**src/rtl/crc4_pkg.sv**
```systemverilog
// Shared definitions for the CRC4 serial link: generator constants, FSM encoding
// and the single-bit remainder update used by both transmitter and receiver.
package crc4_pkg;

    localparam int unsigned CRC4_W = 4;
    localparam logic [CRC4_W-1:0] CRC4_POLY = 4'b0011;

    typedef enum logic [1:0] {
        StIdle = 2'b00,
        StData = 2'b01,
        StCrc  = 2'b10,
        StDone = 2'b11
    } crc4_state_e;

    // One step of the MSB-first division by x^4 + POLY.
    function automatic logic [CRC4_W-1:0] crc4_step(
        input logic [CRC4_W-1:0] rem,
        input logic              din,
        input logic [CRC4_W-1:0] poly = CRC4_POLY
    );
        logic fb;
        fb = rem[CRC4_W-1] ^ din;
        return {rem[CRC4_W-2:0], 1'b0} ^ (fb ? poly : '0);
    endfunction

endpackage

```
**src/rtl/crc4_bit_timer.sv**
```systemverilog
// Bit-period down-counter: tick pulses on the last clock of every BIT_DIV-clock period.
module crc4_bit_timer #(
    parameter int unsigned BIT_DIV = 4
) (
    input  logic clk,
    input  logic rst,
    input  logic clear,
    output logic tick
);

    localparam logic [3:0] Load = 4'(BIT_DIV - 1);

    logic [3:0] cnt_q, cnt_d;

    always_comb begin
        cnt_d = cnt_q;
        if (clear || (cnt_q == 4'd0)) begin
            cnt_d = Load;
        end else begin
            cnt_d = cnt_q - 4'd1;
        end
    end

    assign tick = (cnt_q == 4'd0);

    always_ff @(posedge clk or negedge rst) begin
        if (!rst) begin
            cnt_q <= 4'd0;
        end else begin
            cnt_q <= cnt_d;
        end
    end

endmodule

```
**src/rtl/crc4_gen_tx.sv**
```systemverilog
// Serial CRC4 transmitter: shifts a payload word out MSB first, then its 4-bit
// CRC remainder, each bit held for BIT_DIV clocks.
module crc4_gen_tx
    import crc4_pkg::*;
#(
    parameter int unsigned       DATA_W  = 14,
    parameter int unsigned       BIT_DIV = 4,
    parameter logic [CRC4_W-1:0] POLY    = CRC4_POLY
) (
    input  logic              clk,
    input  logic              rst,
    input  logic              start,
    input  logic [DATA_W-1:0] data_in,
    output logic              ready,
    output logic              dout,
    output logic              dout_valid,
    output logic              crc_phase,
    output logic              done
);

    localparam int unsigned CntW = $clog2((DATA_W > CRC4_W) ? DATA_W : CRC4_W);

    crc4_state_e       state_q, state_d;
    logic [DATA_W-1:0] shreg_q, shreg_d;
    logic [CRC4_W-1:0] rem_q, rem_d;
    logic [CntW-1:0]   bit_cnt_q, bit_cnt_d;
    logic              ready_q, ready_d;
    logic              dout_q, dout_d;
    logic              dout_valid_q, dout_valid_d;
    logic              crc_phase_q, crc_phase_d;
    logic              done_q, done_d;
    logic              tick;
    logic              timer_clear;

    // Hold the timer at its load value outside a frame so the first bit is full length.
    assign timer_clear = (state_q == StIdle) || (state_q == StDone);

    crc4_bit_timer #(
        .BIT_DIV(BIT_DIV)
    ) u_timer (
        .clk  (clk),
        .rst  (rst),
        .clear(timer_clear),
        .tick (tick)
    );

    always_comb begin
        state_d   = state_q;
        shreg_d   = shreg_q;
        rem_d     = rem_q;
        bit_cnt_d = bit_cnt_q;
        unique case (state_q)
            StIdle: begin
                if (start) begin
                    shreg_d   = data_in;
                    rem_d     = '0;
                    bit_cnt_d = '0;
                    state_d   = StData;
                end
            end
            StData: begin
                if (tick) begin
                    rem_d   = crc4_step(rem_q, shreg_q[DATA_W-1], POLY);
                    shreg_d = shreg_q << 1;
                    if (bit_cnt_q == CntW'(DATA_W - 1)) begin
                        bit_cnt_d = '0;
                        state_d   = StCrc;
                    end else begin
                        bit_cnt_d = bit_cnt_q + 1'b1;
                    end
                end
            end
            StCrc: begin
                if (tick) begin
                    rem_d = {rem_q[CRC4_W-2:0], 1'b0};
                    if (bit_cnt_q == CntW'(CRC4_W - 1)) begin
                        bit_cnt_d = '0;
                        state_d   = StDone;
                    end else begin
                        bit_cnt_d = bit_cnt_q + 1'b1;
                    end
                end
            end
            StDone: begin
                state_d = StIdle;
            end
        endcase

        // Outputs are decoded from the next state so they register in step with it.
        ready_d      = (state_d == StIdle);
        dout_valid_d = (state_d == StData) || (state_d == StCrc);
        crc_phase_d  = (state_d == StCrc);
        done_d       = (state_d == StDone);
        dout_d       = (state_d == StData) ? shreg_d[DATA_W-1] :
                       (state_d == StCrc)  ? rem_d[CRC4_W-1]   : 1'b0;
    end

    always_ff @(posedge clk or negedge rst) begin
        if (!rst) begin
            state_q      <= StIdle;
            shreg_q      <= '0;
            rem_q        <= '0;
            bit_cnt_q    <= '0;
            ready_q      <= 1'b1;
            dout_q       <= 1'b0;
            dout_valid_q <= 1'b0;
            crc_phase_q  <= 1'b0;
            done_q       <= 1'b0;
        end else begin
            state_q      <= state_d;
            shreg_q      <= shreg_d;
            rem_q        <= rem_d;
            bit_cnt_q    <= bit_cnt_d;
            ready_q      <= ready_d;
            dout_q       <= dout_d;
            dout_valid_q <= dout_valid_d;
            crc_phase_q  <= crc_phase_d;
            done_q       <= done_d;
        end
    end

    assign ready      = ready_q;
    assign dout       = dout_q;
    assign dout_valid = dout_valid_q;
    assign crc_phase  = crc_phase_q;
    assign done       = done_q;

endmodule

```
**config.mk**
```make
export PLATFORM = sky130hd
export DESIGN_NAME = crc4_gen_tx
export DESIGN_NICKNAME = d
export VERILOG_FILES = /design/src/rtl/crc4_pkg.sv /design/src/rtl/crc4_bit_timer.sv /design/src/rtl/crc4_gen_tx.sv
export SDC_FILE = /design/constraint.sdc
export NUM_CORES = 1
export LEC_CHECK = 0
export BUFFER_PORTS_ARGS = -buffer_cell sky130_fd_sc_hd__buf_4
export CORE_MARGIN = 1
export CORE_UTILIZATION = 45
export DETAILED_ROUTE_END_ITERATION = 10
export SYNTH_ARGS = -nofsm -noshare
export SYNTH_HDL_FRONTEND = slang
export SYNTH_SLANG_ARGS = --single-unit
export TNS_END_PERCENT = 1
```
**constraint.sdc**
```tcl
create_clock -name clk -period 3.27 [get_ports clk]
set_input_delay 0.654 -clock clk [delete_from_list [all_inputs] [get_ports clk]]
set_output_delay 0.654 -clock clk [all_outputs]
set_load 0.1 [all_outputs]
```
# After elaboration in Yosys (flattened, before gate mapping)
# Cells that the tools add are included.
# W data, S select, Z words.
# op_classes
add_sub_neg	2
n_eq_ne	11
n_mux	23
bitwise	2
n_reduce_logical	10
# ops
op	count
$mux W4	9
$mux W14	2
$pmux W14 S2	1
$pmux W4 S3	2
$mux W2	6
$eq A2 B2 Y1 const B	4
$pmux W2 S4	1
$ne A2 B2 Y1 const B	3
$add A4 B1 Y4 const B	1
$eq A2 B1 Y1 const B	2
$eq A4 B2 Y1 const B	1
$eq A4 B4 Y1 const B	1
$logic_not A2 Y1	2
$logic_not A4 Y1	1
$reduce_and A4 Y1	1
$sub A4 B1 Y4 const B	1
$xor A4 B2 Y4	1
$logic_or A1 B1 Y1	3
$reduce_and A3 Y1	1
$reduce_bool A3 Y1	1
$mux W1	2
$reduce_bool A2 Y1	1
$xor A1 B1 Y1	1
# word_totals
reg_bits	33
input_bits	17
out_inout_bits	5
elab_cells	60

# Logic depth before layout (Yosys ltp)
# depth
ltp_word	7
depth_mapped	11
mapped_depth_nobuf	9

# Cells and area by module
# From an unflattened synthesis, not the netlist that was laid out.
# hier_totals
cells_unflattened	166
hier_area_um2	1705.4
# modules_own_cells
module	instances	cells_each	area_each_um2	seq_area_each_um2
crc4_gen_tx	1	149	1505.2	726.9
crc4_bit_timer	1	17	200.2	100.1

# Worst setup path after synthesis
# OpenSTA, ideal clock, no wires.
# synth_path
kind	reg2reg
start	reg state_q[0]
end	reg dout_q, in the netlist dout
setup_time_ns	0.121
t_arrival_ns	1.986
t_required_ns	3.149
setup_slack_ns	1.163
path_stages_with_launch	12
n_path_buf	3
period_less_slack_ns	2.107
path_cell_list	dfrtp_1 -> inv_1 -> ha_1 -> buf_2 -> and2_1 -> clkbuf_1 -> buf_2 -> nor3_1 -> a21o_1 -> ha_1 -> nor2b_1 -> a22o_1
# synth_between
elab_chain_len	6
elab_cells_between_ends	16
cone_classes	eq/ne: 5; mux: 10; reduce/logical: 1
# synth_lines
element	line	source
from (decl)	crc4_gen_tx.sv:23	crc4_state_e state_q, state_d;
from (signal assigned)	crc4_gen_tx.sv:100	state_q <= StIdle;
from (signal assigned)	crc4_gen_tx.sv:110	state_q <= state_d;
$mux W2, on equally long branches	crc4_gen_tx.sv:76, crc4_gen_tx.sv:65	
$mux W2, on equally long branches	crc4_gen_tx.sv:74, crc4_gen_tx.sv:62	
$pmux W2 S4 *	crc4_gen_tx.sv:52	unique case (state_q)
$eq A2 B2 Y1 *	-	
named net crc_phase_d	crc4_gen_tx.sv:30	logic crc_phase_q, crc_phase_d;
$mux W1 *	crc4_gen_tx.sv:95	(state_d == StCrc) ? rem_d[CRC4_W-1] : 1'b0;
$mux W1 *	crc4_gen_tx.sv:94	dout_d = (state_d == StData) ? shreg_d[DATA_W-1] :
named net dout_d	crc4_gen_tx.sv:28	logic dout_q, dout_d;
to (signal assigned)	crc4_gen_tx.sv:115	dout_q <= dout_d;
to (decl)	crc4_gen_tx.sv:28	
# Mark *: on every way through the listed nets, which the timed path passes. The rest lies on a longest branch.
# A chain may end at the register's enable or synchronous reset.

# Final worst setup path
# layout_path
start	reg state_q[1]
end	reg dout_q, in the netlist dout
# layout_between
elab_chain_len	6
elab_cells_between_ends	16
cone_classes	eq/ne: 5; mux: 10; reduce/logical: 1
# layout_lines
element	line
$mux W2, on equally long branches	crc4_gen_tx.sv:76, crc4_gen_tx.sv:65
$mux W2, on equally long branches	crc4_gen_tx.sv:74, crc4_gen_tx.sv:62
$pmux W2 S4 *	crc4_gen_tx.sv:52
named net state_d[1]	crc4_gen_tx.sv:23
$eq A2 B2 Y1	crc4_gen_tx.sv:95
$mux W1	crc4_gen_tx.sv:95
$mux W1 *	crc4_gen_tx.sv:94
named net dout_d	crc4_gen_tx.sv:28
# Marks and branches as above.

==> metrics.md <==
| Metric | Value |
|---|---|
| Total number of yosys warnings | 0 |
| Clock slew at the register clock pins of the worst setup and hold paths | roughly 70 ps |
| Standard cell core area | ~3700 sq um |
| Total Neg Setup Slack | 0 ps |
| Dpl cells | ~230 |
| Arrival time at the worst endpoint | approximately 2700 ps |
| Clock root buffer | sky130_fd_sc_hd__clkbuf_8 |
| Class of the most critical hold timing path | input port to asynchronous set/reset pin |
| Post-synthesis instance area | about 1700 sq um |
| Via count | between 1k and 1.5k |
| RSZ-0062 raised after global routing | false |
| Proportion of synthesized chip area in sequential cells | around 48% |
| Slowest library cell on the worst path | sky130_fd_sc_hd__and4bb_2 |
| CTS hold repair buffers | 0 |
| Critical path cell sequence | inv_1 > ha_1 > and4bb_2 > a21oi_1 > o22ai_1 > inv_1 > ha_1 > a22o_1 |
| Clock buffer count from CTS | 5 |
| Initial antenna violation count | 0 |
| Crit path required time | about 3400 ps |
| TritonCTS clock tree | built |
| Post-detailed-routing wire length | 3510 um |
| CTS H-tree depth | 2 |
| Starting DRT DRC Count | 59 |
| Final setup fails | 0 |
| Result of the run | complete, no violations |
| Final layout net count | 221 |
| Launching element type of the critical path | flop |
| Reported max-cap violation count | 0 |
| Routability cong. | roughly 0.77 |
| Count of mapped cells out of synthesis | 172 |
| Total routing usage reported by global routing | between 10% and 20% |
| Filler Cells Inserted | around 330 |
| Worst setup timing slack at the placement stage | a little under 800 ps |
| Routed Antenna Nets | 0 |
| Number of primary I/O pins | 22 |
| Final worst slack | roughly 750 ps |
| Ratio of routed vias to standard cells | between 5 and 6 |
| Achievable clock frequency | roughly 400 MHz |
| Number of design rule violations left after detail routing | 0 |
| Horizontal extent of the die | roughly 64 um |
| Clock tree buffer depth | 2 |
| First-pass GRT wire length | 5950 um |
| Number of standard cells in the final layout excluding fillers | 240 |
| Row count | 22 |
| Detailed Routing Iterations Pass 1 | 4 |
| Tightest slew margin relative to the limit | 48.6% |
| Transition time of the tightest slew-check pin | just under 800 ps |
| Synthesized flop and latch total | 33 |
| Final critical path time including I/O delays and setup | about 2500 ps |
| Max-slew violation count | 0 |
| Most used flip-flop cell after synthesis | sky130_fd_sc_hd__dfrtp_1 |
| Average wire per standard cell | 14.6 um |
| IO Port Bufs | 21 |
| Starting density of the core | a little under half |
| Static Leakage | around 0.90 nW |
| Area fraction of the dominant cell type after synthesis | between 40% and 50% |
| Maximum number of pins on one net before global-route repair | 34 |
| Cell accounting for the most synthesized area | sky130_fd_sc_hd__dfrtp_1 |
| Clock insertion delay at the later pin of the skew report | ~280 ps |
| Vertical die dimension | 63.6 um |
| Cell types occupying the most area after synthesis | sky130_fd_sc_hd__dfrtp_1 47%, sky130_fd_sc_hd__ha_1 9.5%, sky130_fd_sc_hd__a22oi_1 6.6% |
| Half-perimeter wire length of the detailed placement result | around 2500 um |
| Post-Syn Nets | about 200 |
| Via count of the first global-routing pass | about 1.3k |
| Die area | about 4000 sq um |
| Total buffers and inverters traversed by the critical path | 2 |
| Cell with the most instances after synthesis | sky130_fd_sc_hd__dfrtp_1 |
| Antenna Cells | 0 |
| Proportion of register bits with asynchronous set or reset after synthesis | 100% |
| Largest driver fanout on the critical path | 15 |
| Share of post-route cells with drive strength above 1 | 16.7% |
| Total grt overflow | 0 |
| Post-CTS sizing | 0 |
| Family with the most delay on the worst path | compound AO/OA/AOI/OAI gates |
| Mean Syn Cell Area | around 9.9 sq um |
| Cell Pwr Density | 414 nW/um^2 |
| Final setup skew | approximately 4 ps |
| Number of synthesized flops with an enable pin | 0 |
| Critical path class | flop to flop |
| CP Capture Type | flop |
| Clock net sink count | 33 |
| Worst Hold Margin | ~300 ps |
| Buffer count from post-CTS setup fixing | 0 |
| Ratio of final minimum period to clock period | 77.0% |
| Worst voltage drop across the vdd grid | roughly 0.31 mV |
| Slowest cell delay on critical path | around 500 ps |
| Number of hold violations in the final report | 0 |
| Post-synthesis to final-layout area growth | 17.1% |
| Synth unique cells | 38 |
| Top post-synthesis cells by count | 32 x sky130_fd_sc_hd__dfrtp_1, 24 x sky130_fd_sc_hd__nand2_1, 19 x sky130_fd_sc_hd__o21ai_0, 15 x sky130_fd_sc_hd__a22oi_1, 13 x sky130_fd_sc_hd__ha_1 |
==> power breakdown <==
| part | internal [mW] | switching (mW) |
|---|---|---|
| registers | 0.408 | 0 |
| clock network | 0.248 | 0.147 |
| logic | 0.0129 | 0.0109 |
==> through the flow <==
| stage | utilization (%) | area [sq um] | power [mW] |
|---|---|---|---|
| CTS | 54.6 | 2000 | 0.842 |
| finish | 54.6 | 2000 | 0.828 |
| detailed placement | 51.4 | 1880 | 0.440 |
| global route | 54.6 | 2000 | 0.853 |
| floorplan | - | 1710 | 0.417 |
| global placement | 51.4 | 1880 | 0.440 |
==> registers in the layout (all words and copies together), names as in the netlist <==
| signal | cells |
|---|---|
| shreg_q | 14 |
| bit_cnt_q | 4 |
| rem_q | 4 |
| u_timer.cnt_q | 4 |
| state_q | 2 |
| crc_phase | 1 |
| done | 1 |
| dout | 1 |
| dout_valid | 1 |
| ready | 1 |
==> logic make-up after synthesis <==
logic type	after synthesis	synth area share (%)
flops	33	48.5
simple gates	53	16.0
compound gates	51	19.4
buf+inv	18	4.47
xor+xnor	3	1.54
mux	1	0.660
fa+ha+maj	13	9.53
==> cell type report <==
class	instances	area, sq um	share of cell area [%]
clock inverters	1	30.0	1.50
clock buffers	7	86.3	4.32
flip-flops and latches	33	827	41.4
repair buffers	21	158	7.89
multi-input cells	121	803	40.2
well taps	48	60.1	3.01
inverters	9	33.8	1.69
==> final timing paths <==
path / depth (start not counted) / start / slack [ps] / to
min in group clk: 1 / u_timer.cnt_q[0] / 480 / u_timer.cnt_q[0]
max in group asynchronous: 1 / rst / 2640 / ready
setup reg to reg: 8 / state_q[1] / 750 / dout
setup / recovery: 8 / state_q[1] / 750 / dout
hold reg to reg: 1 / u_timer.cnt_q[0] / 480 / u_timer.cnt_q[0]
hold / removal: 1 / rst / 300 / u_timer.cnt_q[2]
==> routing by layer <==
layer / part of all wire (%) / routed length [um] / track usage [%] / up-vias
met2: 47 / 1650 / 31.0 / 22
li1: - / - / - / 645
met1: 47 / 1650 / 24.5 / 635
met4: 1.9 / 65 / 8.52 / 0
met3: 4.1 / 144 / 5.43 / 8
met5: 0 / 0 / 0 / -
==> cell usage in the layout, fill, tap and decap left out, types with 2 or more instances in the layout <==
cell,n
sky130_fd_sc_hd__a21o_1,2
sky130_fd_sc_hd__a21oi_1,3
sky130_fd_sc_hd__a22oi_1,15
sky130_fd_sc_hd__a32oi_1,2
sky130_fd_sc_hd__and2_1,2
sky130_fd_sc_hd__and3_1,2
sky130_fd_sc_hd__buf_4,21
sky130_fd_sc_hd__clkbuf_8,6
sky130_fd_sc_hd__dfrtp_1,32
sky130_fd_sc_hd__ha_1,13
sky130_fd_sc_hd__inv_1,9
sky130_fd_sc_hd__nand2_1,24
sky130_fd_sc_hd__nand2b_1,3
sky130_fd_sc_hd__nand3_1,4
sky130_fd_sc_hd__nor2_1,4
sky130_fd_sc_hd__nor2b_1,3
sky130_fd_sc_hd__nor3_1,2
sky130_fd_sc_hd__nor3b_1,2
sky130_fd_sc_hd__o21ai_0,19
sky130_fd_sc_hd__o22ai_1,3
sky130_fd_sc_hd__or3_1,2
sky130_fd_sc_hd__xnor2_1,2
Power figures use the tool's default switching activity.
